[src/rtl/des_round_key_sequencer.sv]
// rtl/des_round_key_sequencer.sv - DES key schedule streaming 16 round keys over valid/ready
module des_round_key_sequencer #(
    parameter bit PARITY_CHECK = 1'b0
) (
    input  logic        i_clk,
    input  logic        i_rst,
    input  logic        i_start,
    input  logic        i_decrypt,
    input  logic [63:0] i_64bit_key,
    input  logic        i_ready,
    output logic        o_valid,
    output logic [47:0] o_48bit_key,
    output logic [3:0]  o_round,
    output logic        o_last,
    output logic        o_busy,
    output logic        o_parity_err
);

    typedef enum logic {IDLE, EMIT} state_t;

    localparam int PC1_TAB [56] = '{
        57, 49, 41, 33, 25, 17,  9,  1, 58, 50, 42, 34, 26, 18,
        10,  2, 59, 51, 43, 35, 27, 19, 11,  3, 60, 52, 44, 36,
        63, 55, 47, 39, 31, 23, 15,  7, 62, 54, 46, 38, 30, 22,
        14,  6, 61, 53, 45, 37, 29, 21, 13,  5, 28, 20, 12,  4
    };

    localparam int PC2_TAB [48] = '{
        14, 17, 11, 24,  1,  5,  3, 28, 15,  6, 21, 10,
        23, 19, 12,  4, 26,  8, 16,  7, 27, 20, 13,  2,
        41, 52, 31, 37, 47, 55, 30, 40, 51, 45, 33, 48,
        44, 49, 39, 56, 34, 53, 46, 42, 50, 36, 29, 32
    };

    state_t      state;
    logic [27:0] c;
    logic [27:0] d;
    logic [3:0]  round;
    logic        dec;
    logic        parity_ok;
    logic [55:0] pc1_key;
    logic [3:0]  next_idx;

    // Table entries use DES numbering: bit 1 is the MSB of the vector.
    function automatic logic [55:0] pc1(input logic [63:0] k);
        logic [55:0] r;
        r = '0;
        for (int i = 0; i < 56; i++) r[6'(55 - i)] = k[6'(64 - PC1_TAB[i])];
        return r;
    endfunction

    function automatic logic [47:0] pc2(input logic [55:0] cd);
        logic [47:0] r;
        r = '0;
        for (int i = 0; i < 48; i++) r[6'(47 - i)] = cd[6'(56 - PC2_TAB[i])];
        return r;
    endfunction

    // 0-based schedule index: entries 0, 1, 8 and 15 shift by one, the rest by two.
    function automatic logic shift_two(input logic [3:0] idx);
        return !(idx == 4'd0 || idx == 4'd1 || idx == 4'd8 || idx == 4'd15);
    endfunction

    function automatic logic [27:0] rotl(input logic [27:0] x, input logic two);
        return two ? {x[25:0], x[27:26]} : {x[26:0], x[27]};
    endfunction

    function automatic logic [27:0] rotr(input logic [27:0] x, input logic two);
        return two ? {x[1:0], x[27:2]} : {x[0], x[27:1]};
    endfunction

    always_comb begin
        parity_ok = 1'b1;
        for (int b = 0; b < 8; b++) begin
            if (!(^i_64bit_key[8*b +: 8])) parity_ok = 1'b0;
        end
    end

    assign pc1_key     = pc1(i_64bit_key);
    assign next_idx    = round + 4'd1;
    assign o_valid     = (state == EMIT);
    assign o_busy      = (state == EMIT);
    assign o_round     = round;
    assign o_48bit_key = pc2({c, d});
    assign o_last      = o_valid & (dec ? (round == 4'd0) : (round == 4'd15));

    always_ff @(posedge i_clk) begin
        if (i_rst) begin
            state        <= IDLE;
            c            <= '0;
            d            <= '0;
            round        <= '0;
            dec          <= 1'b0;
            o_parity_err <= 1'b0;
        end else begin
            o_parity_err <= 1'b0;
            case (state)
                IDLE: begin
                    if (i_start) begin
                        if (PARITY_CHECK && !parity_ok) begin
                            o_parity_err <= 1'b1;
                        end else begin
                            dec   <= i_decrypt;
                            state <= EMIT;
                            if (i_decrypt) begin
                                c     <= pc1_key[55:28];
                                d     <= pc1_key[27:0];
                                round <= 4'd15;
                            end else begin
                                c     <= rotl(pc1_key[55:28], 1'b0);
                                d     <= rotl(pc1_key[27:0], 1'b0);
                                round <= 4'd0;
                            end
                        end
                    end
                end
                EMIT: begin
                    // The final key leaves C,D untouched: they already sit at C0/C1.
                    if (i_ready) begin
                        if (o_last) begin
                            state <= IDLE;
                        end else if (dec) begin
                            c     <= rotr(c, shift_two(round));
                            d     <= rotr(d, shift_two(round));
                            round <= round - 4'd1;
                        end else begin
                            c     <= rotl(c, shift_two(next_idx));
                            d     <= rotl(d, shift_two(next_idx));
                            round <= next_idx;
                        end
                    end
                end
                default: state <= IDLE;
            endcase
        end
    end

endmodule

[config.mk]
export PLATFORM = sky130hd
export DESIGN_NAME = des_round_key_sequencer
export DESIGN_NICKNAME = d
export VERILOG_FILES = /design/src/rtl/des_round_key_sequencer.sv
export SDC_FILE = /design/constraint.sdc
export NUM_CORES = 1
export LEC_CHECK = 0
export CORE_MARGIN = 1.5
export CORE_UTILIZATION = 47
export CTS_CLUSTER_SIZE = 10
export DETAILED_ROUTE_END_ITERATION = 16
export PLACE_DENSITY_LB_ADDON = 0.3
export REMOVE_ABC_BUFFERS = 1
export SLEW_MARGIN = 20
export SYNTH_ARGS = -nofsm -noshare
export SYNTH_HDL_FRONTEND = slang
export SYNTH_SLANG_ARGS = --single-unit
[constraint.sdc]
create_clock -name i_clk -period 4.3 [get_ports i_clk]
set_input_delay 0.86 -clock i_clk [delete_from_list [all_inputs] [get_ports i_clk]]
set_output_delay 0.86 -clock i_clk [all_outputs]
set_load 0.1 [all_outputs]
After elaboration in Yosys (flattened, before gate mapping)

Cells that the tools add are included.

$add $sub $neg: 2
Multipliers: 0
Div/mod/pow operators: 0
$lt $le $gt $ge: 0
Equal/unequal tests: 9
Shift-type cells: 0
Mux-type cells: 27
Bitwise logic cells: 2
Reduce and logical (&&, ||, !) cells: 10

Operators with widths:

| cell                                                 | number |
|---|---|
| two-way mux 28 bit                                   | 13 |
| one-hot mux 28 bit (2 select lines)                  | 2 |
| two-way mux 4 bit                                    | 5 |
| equality test 4 bit (second input constant)          | 4 |
| equality test 4 x 1 -> 1 bit (second input constant) | 2 |
| logical NOT 4 bit                                    | 2 |
| one-hot mux 4 bit (2 select lines)                   | 1 |
| logical OR 1 bit                                     | 6 |
| != test 2 bit (second input constant)                | 3 |
| two-way mux 5 bit                                    | 1 |
| adder 4 x 1 -> 4 bit (second input constant)         | 1 |
| two-way mux 1 bit                                    | 4 |
| subtractor 4 x 1 -> 4 bit (second input constant)    | 1 |
| AND reduction 3 bit                                  | 1 |
| one-hot mux 1 bit (2 select lines)                   | 1 |
| AND reduction 2 bit                                  | 1 |
| AND 1 bit                                            | 1 |
| inverter 1 bit                                       | 1 |

Bits in registers: 62
Latch bits: 0
RAM bits: 0
Memory bits (read-only): 0
Input port bits: 69
Logic and storage cells: 55
Memories: 0

Depth between registers and ports, before layout

Gate-level depths: netlist of the first run.

Depth after elaboration: 10
Depth in mapped cells: 9
Depth with buffers taken out: 7

Worst setup path after synthesis of the first run

Ideal clock, no wire load.

Kind: register to output
Start point: reg round[0], in the netlist o_round[0]
End point: out o_last
Arrival time: 2.497 ns
Slack: 0.943 ns
Cell stages (with the launch flop): 5
Path buffers: 0
Path through: dfxtp_1 ha_1 nand4b_1 nand2_1 and2_1

Longest elaborated chain between the ends: 3
Elaborated cells between the ends (all ways): 4
Classes of those cells: 1 x eq/ne; 1 x mux; 1 x bitwise; 1 x reduce/logical

RTL lines:

| item                                                     | RTL line | RTL |
|---|---|---|
| start: declaration                                       | 38       | `logic [3:0] round;` |
| start signal: assignment                                 | 125      | `round <= round - 4'd1;` |
| start signal: assignment                                 | 129      | `round <= next_idx;` |
| equality test 4 bit or logical NOT 4 bit (tied branches) | 85       | `assign o_last = o_valid & (dec ? (round == 4'd0) : (round == 4'd15));` |
| two-way mux 1 bit *                                      | 85       |  |
| AND 1 bit *                                              | 85       |  |
| end: declaration                                         | 14       | `output logic o_last,` |

Every way passes the cells marked *; elsewhere a longest branch is shown, timed or not.

Worst setup path in the final report of the first run

Start point: reg round[2], in the netlist o_round[2]
End point: out o_round[2]

RTL lines:

| item             | RTL line | RTL |
|---|---|---|
| end: declaration | 13       | `output logic [3:0] o_round,` |

No word-level cell between the ends.

==> results of run 1 <==
-- registers in the layout, summed over array words and instances (netlist names) --
signal   count
o_round      4
dec          1
c           28
o_busy       1
d           28
-- power breakdown --
part | switching, mW | leakage (nW) | internal [mW] | total, mW
clock network | 0.248 | 0.0926 | 0.220 | 0.468
logic | 0.520 | 1.46 | 0.248 | 0.768
registers | 0.0432 | 0.504 | 0.601 | 0.644
total | 0.811 | 2.05 | 1.07 | 1.88
-- cells by family after synthesis --
group / count (synthesis)
AOI/OAI and AO/OA: 185
and+or+nand+nor: 184
buffers and inverters: 106
muxes: 68
DFF: 62
adders and majority gates: 5
other: 1
xor gates and xnor gates: 1
-- stage by stage --
| step | hold slack, ps | setup slack, ps |
|---|---|---|
| final | 503 | 1240 |
| after global routing | 511 | 1190 |
| after CTS | 502 | 1240 |
| after detailed placement | 484 | 1430 |
| after global placement | 479 | 1320 |
| after floorplan | 463 | 130 |
-- cell type report --
class | instances | area (sq um)
clock inverters | 5 | 25.0
flip-flops and latches | 62 | 1240
multi-input cells | 466 | 3150
repair buffers | 71 | 678
well taps | 136 | 170
clock buffers | 11 | 141
inverters | 3 | 11.3
fillers | 993 | 4810
-- metal layers --
metal,vias to the layer above,routed length (microns),global-route usage
li1,2182,-,-
met3,17,830,0.0424
met2,197,5920,0.378
met5,-,0,0
met1,2191,6080,0.320
met4,0,186,0.0568
-- path summary, 6_finish.rpt --
path              start         end  slack, ps  cells past startpoint
min               c[21]       c[21]        500                      1
max          o_round[2]  o_round[2]       1240                      1
min reg2reg       c[21]       c[21]        500                      1
max reg2reg  o_round[0]        c[5]       1450                      6
-- cells in the mapped netlist, types with 2 or more instances --
library cell               instances
sky130_fd_sc_hd__a21oi_1          46
sky130_fd_sc_hd__a32o_1           32
sky130_fd_sc_hd__o32ai_2           7
sky130_fd_sc_hd__or3_1             2
sky130_fd_sc_hd__nor3_1           18
sky130_fd_sc_hd__nor2b_1          20
sky130_fd_sc_hd__buf_2             9
sky130_fd_sc_hd__a211oi_1          2
sky130_fd_sc_hd__mux2_4           13
sky130_fd_sc_hd__buf_4            50
sky130_fd_sc_hd__clkbuf_1         38
sky130_fd_sc_hd__a21o_1            5
sky130_fd_sc_hd__nor3b_1           2
sky130_fd_sc_hd__and2_1            3
sky130_fd_sc_hd__dfxtp_1          62
sky130_fd_sc_hd__a31oi_1           2
sky130_fd_sc_hd__ha_1              5
sky130_fd_sc_hd__o21ai_0          51
sky130_fd_sc_hd__mux2_1            4
sky130_fd_sc_hd__o221a_2          12
sky130_fd_sc_hd__nand2_1          57
sky130_fd_sc_hd__and3_1            9
sky130_fd_sc_hd__mux2_2            3
sky130_fd_sc_hd__o32ai_1          15
sky130_fd_sc_hd__buf_1             3
sky130_fd_sc_hd__nor2_1           58
sky130_fd_sc_hd__o31ai_1           4
sky130_fd_sc_hd__mux2i_1          48
sky130_fd_sc_hd__nand3_1           6
sky130_fd_sc_hd__o221ai_1          2
sky130_fd_sc_hd__inv_1             3
sky130_fd_sc_hd__buf_6             3
==> summary by stage, run 1 <==
Synthesis
Of the total synthesized cell area, the portion taken by XOR and XNOR cells is 0.00179. The cell area after synthesis is 4910 sq um. The number of enable flip-flop cells after synthesis is 0. The fraction of synthesized cell area taken by the top area cell type is 0.253.

The number of synthesis warnings is 0. The post-synthesis simple-gate area fraction is 0.175. The synthesized design contains 62 register bits. Of the total synthesized cell area, the portion taken by full adders, half adders and majority gates is 0.0128.

The average instance in the mapped netlist occupies 8.02 sq um. The sequential share of the synthesized area is 0.253. The most instantiated flip-flop cell in the synthesis netlist is sky130_fd_sc_hd__dfxtp_1. The number of library cell types mapped by synthesis is 50.

The gate count of the mapped netlist is between 600 and 700. The post-synthesis compound-gate area fraction is 0.277. The fraction of synthesized area in multiplexers is 0.154.

Counting flops with an async set or reset pin after synthesis yields a share of 0. In the post-synthesis netlist, the biggest area contributors are sky130_fd_sc_hd__dfxtp_1 25%, sky130_fd_sc_hd__mux2i_1 9.8%, sky130_fd_sc_hd__buf_4 7.7%. The largest total area in the synthesized netlist belongs to sky130_fd_sc_hd__dfxtp_1. The largest family of logic cells by synthesized area is compound AO/OA/AOI/OAI gates.

STA
The actual transition at the worst max-transition pin is around 1000 ps. The count of final hold-check violations is 0. The final period utilization is 0.711. The max-slew violation count is 0.

The setup-violating endpoint count in the final report is 0. For this run, the top clock speed supported by timing is ~330 MHz. On the final layout, the worst clock skew is 8.56 ps.

In the final timing run, aggregate negative setup slack is 0 ps. Setup repair after global routing left no endpoint under its margin. The shortest clock period the worst path allows after layout is ~3000 ps.

The max-slew headroom at the worst pin is 0.334.

Min path
The path class of the tightest hold or removal check is flop to flop.

Die
The die width is between 100 and 150 microns. The die covers roughly 11,000 sq um. The initial core utilization is 0.480. The area of the placeable core is around 10,000 sq um. Row generation in the floorplan step produced 37 rows. The boundary pin count is around 130. In this run the vertical extent of the chip is ~110 microns.

Status
The flow ran to the end, and the final reports show no timing, DRC or antenna violations.

Finish
The fraction of layout instances using a drive strength above 1 is 0.128. The total number of nets in the final design is ~700. The top cell types in the final layout, fill and taps aside, are 61 x sky130_fd_sc_hd__dfxtp_1, 57 x sky130_fd_sc_hd__nand2_1, 57 x sky130_fd_sc_hd__nor2_1.

The end-of-flow core utilization is 0.529. Relative to the synthesized area, the layout overhead comes to 10.4%. The number of antenna diodes in the final layout is 0. Once layout is done, the placed cells without fillers occupy ~5400 sq um. The finished layout holds 754 standard cells, fillers aside. The leading cell type in the layout, fill and taps excluded is sky130_fd_sc_hd__dfxtp_1.

Clock network
The post-cts resize count is 0. The clock tree root driver cell is sky130_fd_sc_hd__clkbuf_8. The worst-skew pair later-pin latency is approximately 350 ps. No sink is reached through more buffers than the 2 on the longest clock path.

The clock-pin slew of the registers on the worst-case setup and hold paths is around 80 ps. After clock tree synthesis, the setup repair step added 0 buffers. TritonCTS built the clock tree. The H-tree depth reported by CTS is 3. For this design, the sink count on the clock tree is between 60 and 70. In this run, post-CTS hold repair placed 0 buffers. Buffers inserted during clock tree synthesis total 9.

Critical path
On the critical path, the stage with the largest delay is an instance of sky130_fd_sc_hd__clkdlybuf4s50_1. For the worst setup path, the data arrival time is ~2200 ps. The type of element capturing the critical path is an output port. The largest fanout of any net on the critical path is 14.

Counting both buffers and inverters, the worst setup path holds a total of 1. The data required time of the critical path is 3440 ps. In this design, the stage delay of the slowest critical-path cell is approximately 1200 ps. The signal on the critical path passes through clkdlybuf4s50_1. The kind of critical path is flop to output port. The cell type group with the largest total delay on the critical path is buffers and inverters.

The sort of element at the start of the critical path is a flop.

Placement
The congestion estimate from routability-driven global placement came to 0.849. The placed instance area is around 5300 sq um. Once placement completed, the tool counted placed cells totaling between 700 and 800. Summed over all nets, the half-perimeter wirelength after detailed placement is between 8000 and 9000 microns. The count of buffers inserted at the top-level ports is between 50 and 60.

Global routing
Across every metal layer, demand over resource in global routing totals 0.233. The number of antenna violations at the first check in global routing is 0. The global-route wire length before repair is between 20,000 and 25,000 microns.

The via count of the first global-routing pass is between 4,000 and 5,000. The total overflow left after global routing is 0. Entering global routing, the biggest net connects around 110 pins.

Job
Across the run, the number of max-cap violations was 0.

Drt
The via count normalized by instance count is 6.08. The number of antenna-violating nets in the routed design is 0. The violation count after the first detailed-route iteration is approximately 450.

The post-route DRC violation count is 0. The final routed wire length divided by cell count is approximately 17 microns. The final wirelength is between 10,000 and 15,000 microns. Across all layers, the routed design uses about 4,600 vias.

The first-pass iteration count of the detailed router is 6.

Pwr
The peak supply drop is about 0.00018 V. For this design the ratio of total power to cell area is ~350 nW/um^2. The static leakage is approximately 2 nW. Power comes to ~1.9 mW.
Power figures use the tool's default switching activity.
==> run 2: changes to the inputs <==
==> constraint.sdc (replaced) <==
create_clock -name i_clk -period 3 [get_ports i_clk]
set_input_delay 0.6 -clock i_clk [delete_from_list [all_inputs] [get_ports i_clk]]
set_output_delay 0.6 -clock i_clk [all_outputs]
set_load 0.1 [all_outputs]
==> summary by stage, run 2 (synthesis gave the netlist of run 1 again) <==
STA
The smallest clock period supported by the final layout is computed as around 2800 ps. The highest clock rate is around 360 MHz. The setup-violating endpoint count in the final report is 0 (unchanged).

The count of final hold-check violations was 0 (unchanged). The actual transition at the worst max-transition pin is 993 ps (was 996 ps). The max-slew violation count is 0 (unchanged).

The max-slew headroom at the worst pin came to 0.338 (was 0.334). Setup repair after global routing missed its margin: false (unchanged). The final period utilization is 0.931.

The worst clock skew was 11.9 ps (was 8.56 ps). The worst hold margin is 495 ps (was 503 ps).

Clock network
The CTS tree is yes (unchanged). The post-cts resize count is 0 (unchanged). The total clock buffers created by CTS is 9 (unchanged).

The H-tree depth reported by CTS is 3 (unchanged). The clock-pin slew of the registers on the worst-case setup and hold paths is 70 ps (was 80 ps). The largest buffer count on any clock path was 2 (unchanged). The clock tree root driver cell is sky130_fd_sc_hd__clkbuf_8 (unchanged). The clock sink count is 62 (unchanged). The buffers inserted during post-CTS setup optimization came to 0 (unchanged).

The number of hold-repair buffers added at the cts stage is 0 (unchanged). The worst-skew pair later-pin latency was 340 ps (was 350 ps).

Drt
The post-route DRC violation count was 0 (unchanged). The via count normalized by instance count is 6.08 (about the same). The final wirelength came to 13,300 microns (was 13,000 microns). The first-pass iteration count of the detailed router is 5 (was 6). The total number of vias is 4,600 (was 4,587). The violation count after the first detailed-route iteration is 373 (was 445). The number of antenna-violating nets in the routed design was 0 (unchanged). The final routed wire length divided by cell count is 17.6 microns (was 17.3 microns).

Die
The total number of placement rows was 37 (unchanged). The boundary pin count is 125 (unchanged). The initial core utilization is 0.480 (unchanged). The y dimension of the die came to 105 microns (unchanged).

The die width is 105 microns (unchanged). The die footprint is 11,100 sq um (unchanged). The area of the placeable core is 10,200 sq um (unchanged).

Pwr
The peak supply drop is 0.000235 V (was 0.000183 V). The net switching power figure is 1.17 mW (was 0.811 mW). The switching share of power came to 0.430 (was 0.431). The internal power contribution was 1.55 mW (was 1.07 mW). The fraction of power consumed by combinational cells is 0.408 (was 0.409).

The total power of the final layout was 2.72 mW (was 1.88 mW). The clock group share of total power is 0.253 (was 0.249). The part of the power in registers came to 0.339 (was 0.342).

The static leakage was 2.13 nW (was 2.05 nW). The total power divided by cell area is 505 nW/um^2 (was 347 nW/um^2).

Global routing
The number of antenna violations at the first check in global routing is 0 (unchanged). The via count of the first global-routing pass was 4,412 (was 4,239). The global router's overall resource usage is 0.243 (was 0.233). The global-route wire length before repair is 22,000 microns (was 21,200 microns). The largest net degree at the start of global routing is 108 (was 107). The final global-route overflow total was 0 (unchanged).

Finish
The end-of-flow core utilization is 0.526 (was 0.529). The leading cell type in the layout, fill and taps excluded is sky130_fd_sc_hd__dfxtp_1 (unchanged). The total number of nets in the final design is 690 (was 687).

The layout overhead on the synthesized area was 9.69% (was 10.4%). The final design instance area without fill came to 5380 sq um (was 5420 sq um). The number of antenna diodes is 0 (unchanged).

Leading cell types in the layout, fill and taps excluded: 61 x sky130_fd_sc_hd__dfxtp_1, 57 x sky130_fd_sc_hd__nand2_1, 57 x sky130_fd_sc_hd__nor2_1 (unchanged). The fraction of layout instances using a drive strength above 1 is 0.184 (was 0.128).

Critical path
The type of element capturing the critical path is a flop (was output port). The kind of critical path is flop to flop (was flop to output port). The data required time of the critical path is 3230 ps (was 3440 ps).

The register-to-register setup slack is 210 ps (was 1450 ps). The worst endpoint data arrival time is 3020 ps (was 2200 ps). The largest fanout of any net on the critical path is 10 (was 14). The sort of element at the start of the critical path is a flop (unchanged).

Job
The number of maximum-capacitance constraint violations is 0 (unchanged).

Placement
The half-perimeter wire length of the detailed placement result is 8540 microns (was 8360 microns). The placed instance area came to 5200 sq um (was 5250 sq um). The count of buffers inserted at the top-level ports is 53 (unchanged).

The placer congestion estimate is 0.857 (was 0.849).

Status
Result of the run: completed (unchanged).

Min path
The path category of the worst min-delay check was flop to flop (unchanged).
[run 2: changes by cell type in the layout (fill, tap and decap cells not counted)]
cell	change
sky130_fd_sc_hd__buf_4	+35
sky130_fd_sc_hd__clkdlybuf4s50_1	-32
sky130_fd_sc_hd__buf_12	+2
sky130_fd_sc_hd__buf_8	-2
sky130_fd_sc_hd__clkinv_2	-2
sky130_fd_sc_hd__clkbuf_1	-1
sky130_fd_sc_hd__clkbuf_8	+1
sky130_fd_sc_hd__clkinvlp_4	+1
sky130_fd_sc_hd__nor2_2	-1
sky130_fd_sc_hd__nor2_4	+1
[run 2: routing by layer]
layer	wire [microns]	GRT usage	vias up
li1	-	-	2188
met1	6060	0.336	2211
met2	6130	0.390	186
met3	967	0.0362	15
met4	139	0.0744	0
met5	0	0	-
[run 2: critical path, cell delays in order, from the launching register on]
cell,delay [ps]
sky130_fd_sc_hd__dfxtp_1,520
sky130_fd_sc_hd__inv_1,150
sky130_fd_sc_hd__ha_1,280
sky130_fd_sc_hd__o21bai_1,450
sky130_fd_sc_hd__nand3_1,440
sky130_fd_sc_hd__buf_4,360
sky130_fd_sc_hd__o221a_2,280
sky130_fd_sc_hd__a32o_1,210
[run 2: power groups by stage]
| stage | logic (mW) | registers [mW] | clock network (mW) |
|---|---|---|---|
| floorplan | 0.644 | 1.12 | 0 |
| global placement | 1.07 | 0.935 | 0 |
| detailed placement | 1.09 | 0.937 | 0 |
| CTS | 1.10 | 0.917 | 0.697 |
| global route | 1.18 | 0.926 | 0.743 |
| finish | 1.11 | 0.920 | 0.688 |
[run 2: final timing paths]
| check | from | endpoint | cells after the start |
|---|---|---|---|
| worst max-delay path | o_round[0] | d[6] | 7 |
| worst min-delay path | c[15] | c[15] | 1 |
| worst max register to register | o_round[0] | d[6] | 7 |
| worst min register to register | c[15] | c[15] | 1 |
[run 2: layout make-up]
cell class	count	area [sq um]
tap	136	170
timing repair buffer	74	631
clock inverter	4	22.5
clock buffer	11	151
multi-input combinational	466	3150
fill	979	4850
sequential	62	1240
inverter	3	11.3
[run 2: stage by stage]
| step | TNS [ps] | setup WS (ps) | cells |
|---|---|---|---|
| detailed placement | 0 | 78.1 | 741 |
| floorplan | -60140 | -1170 | 531 |
| global placement | 0 | 102 | 741 |
| CTS | 0 | 251 | 756 |
| finish | 0 | 208 | 756 |
| global route | 0 | 98.4 | 756 |
==> run 3: changes to the inputs <==
--- a/config.mk
+++ b/config.mk
@@ -11,6 +11,7 @@
 export DETAILED_ROUTE_END_ITERATION = 16
 export PLACE_DENSITY_LB_ADDON = 0.3
 export REMOVE_ABC_BUFFERS = 1
+export SETUP_SLACK_MARGIN = 0.02
 export SLEW_MARGIN = 20
 export SYNTH_ARGS = -nofsm -noshare
 export SYNTH_HDL_FRONTEND = slang
==> results of run 3 <==
No change in the layout: final DEF, timing and power equal those of run 2.
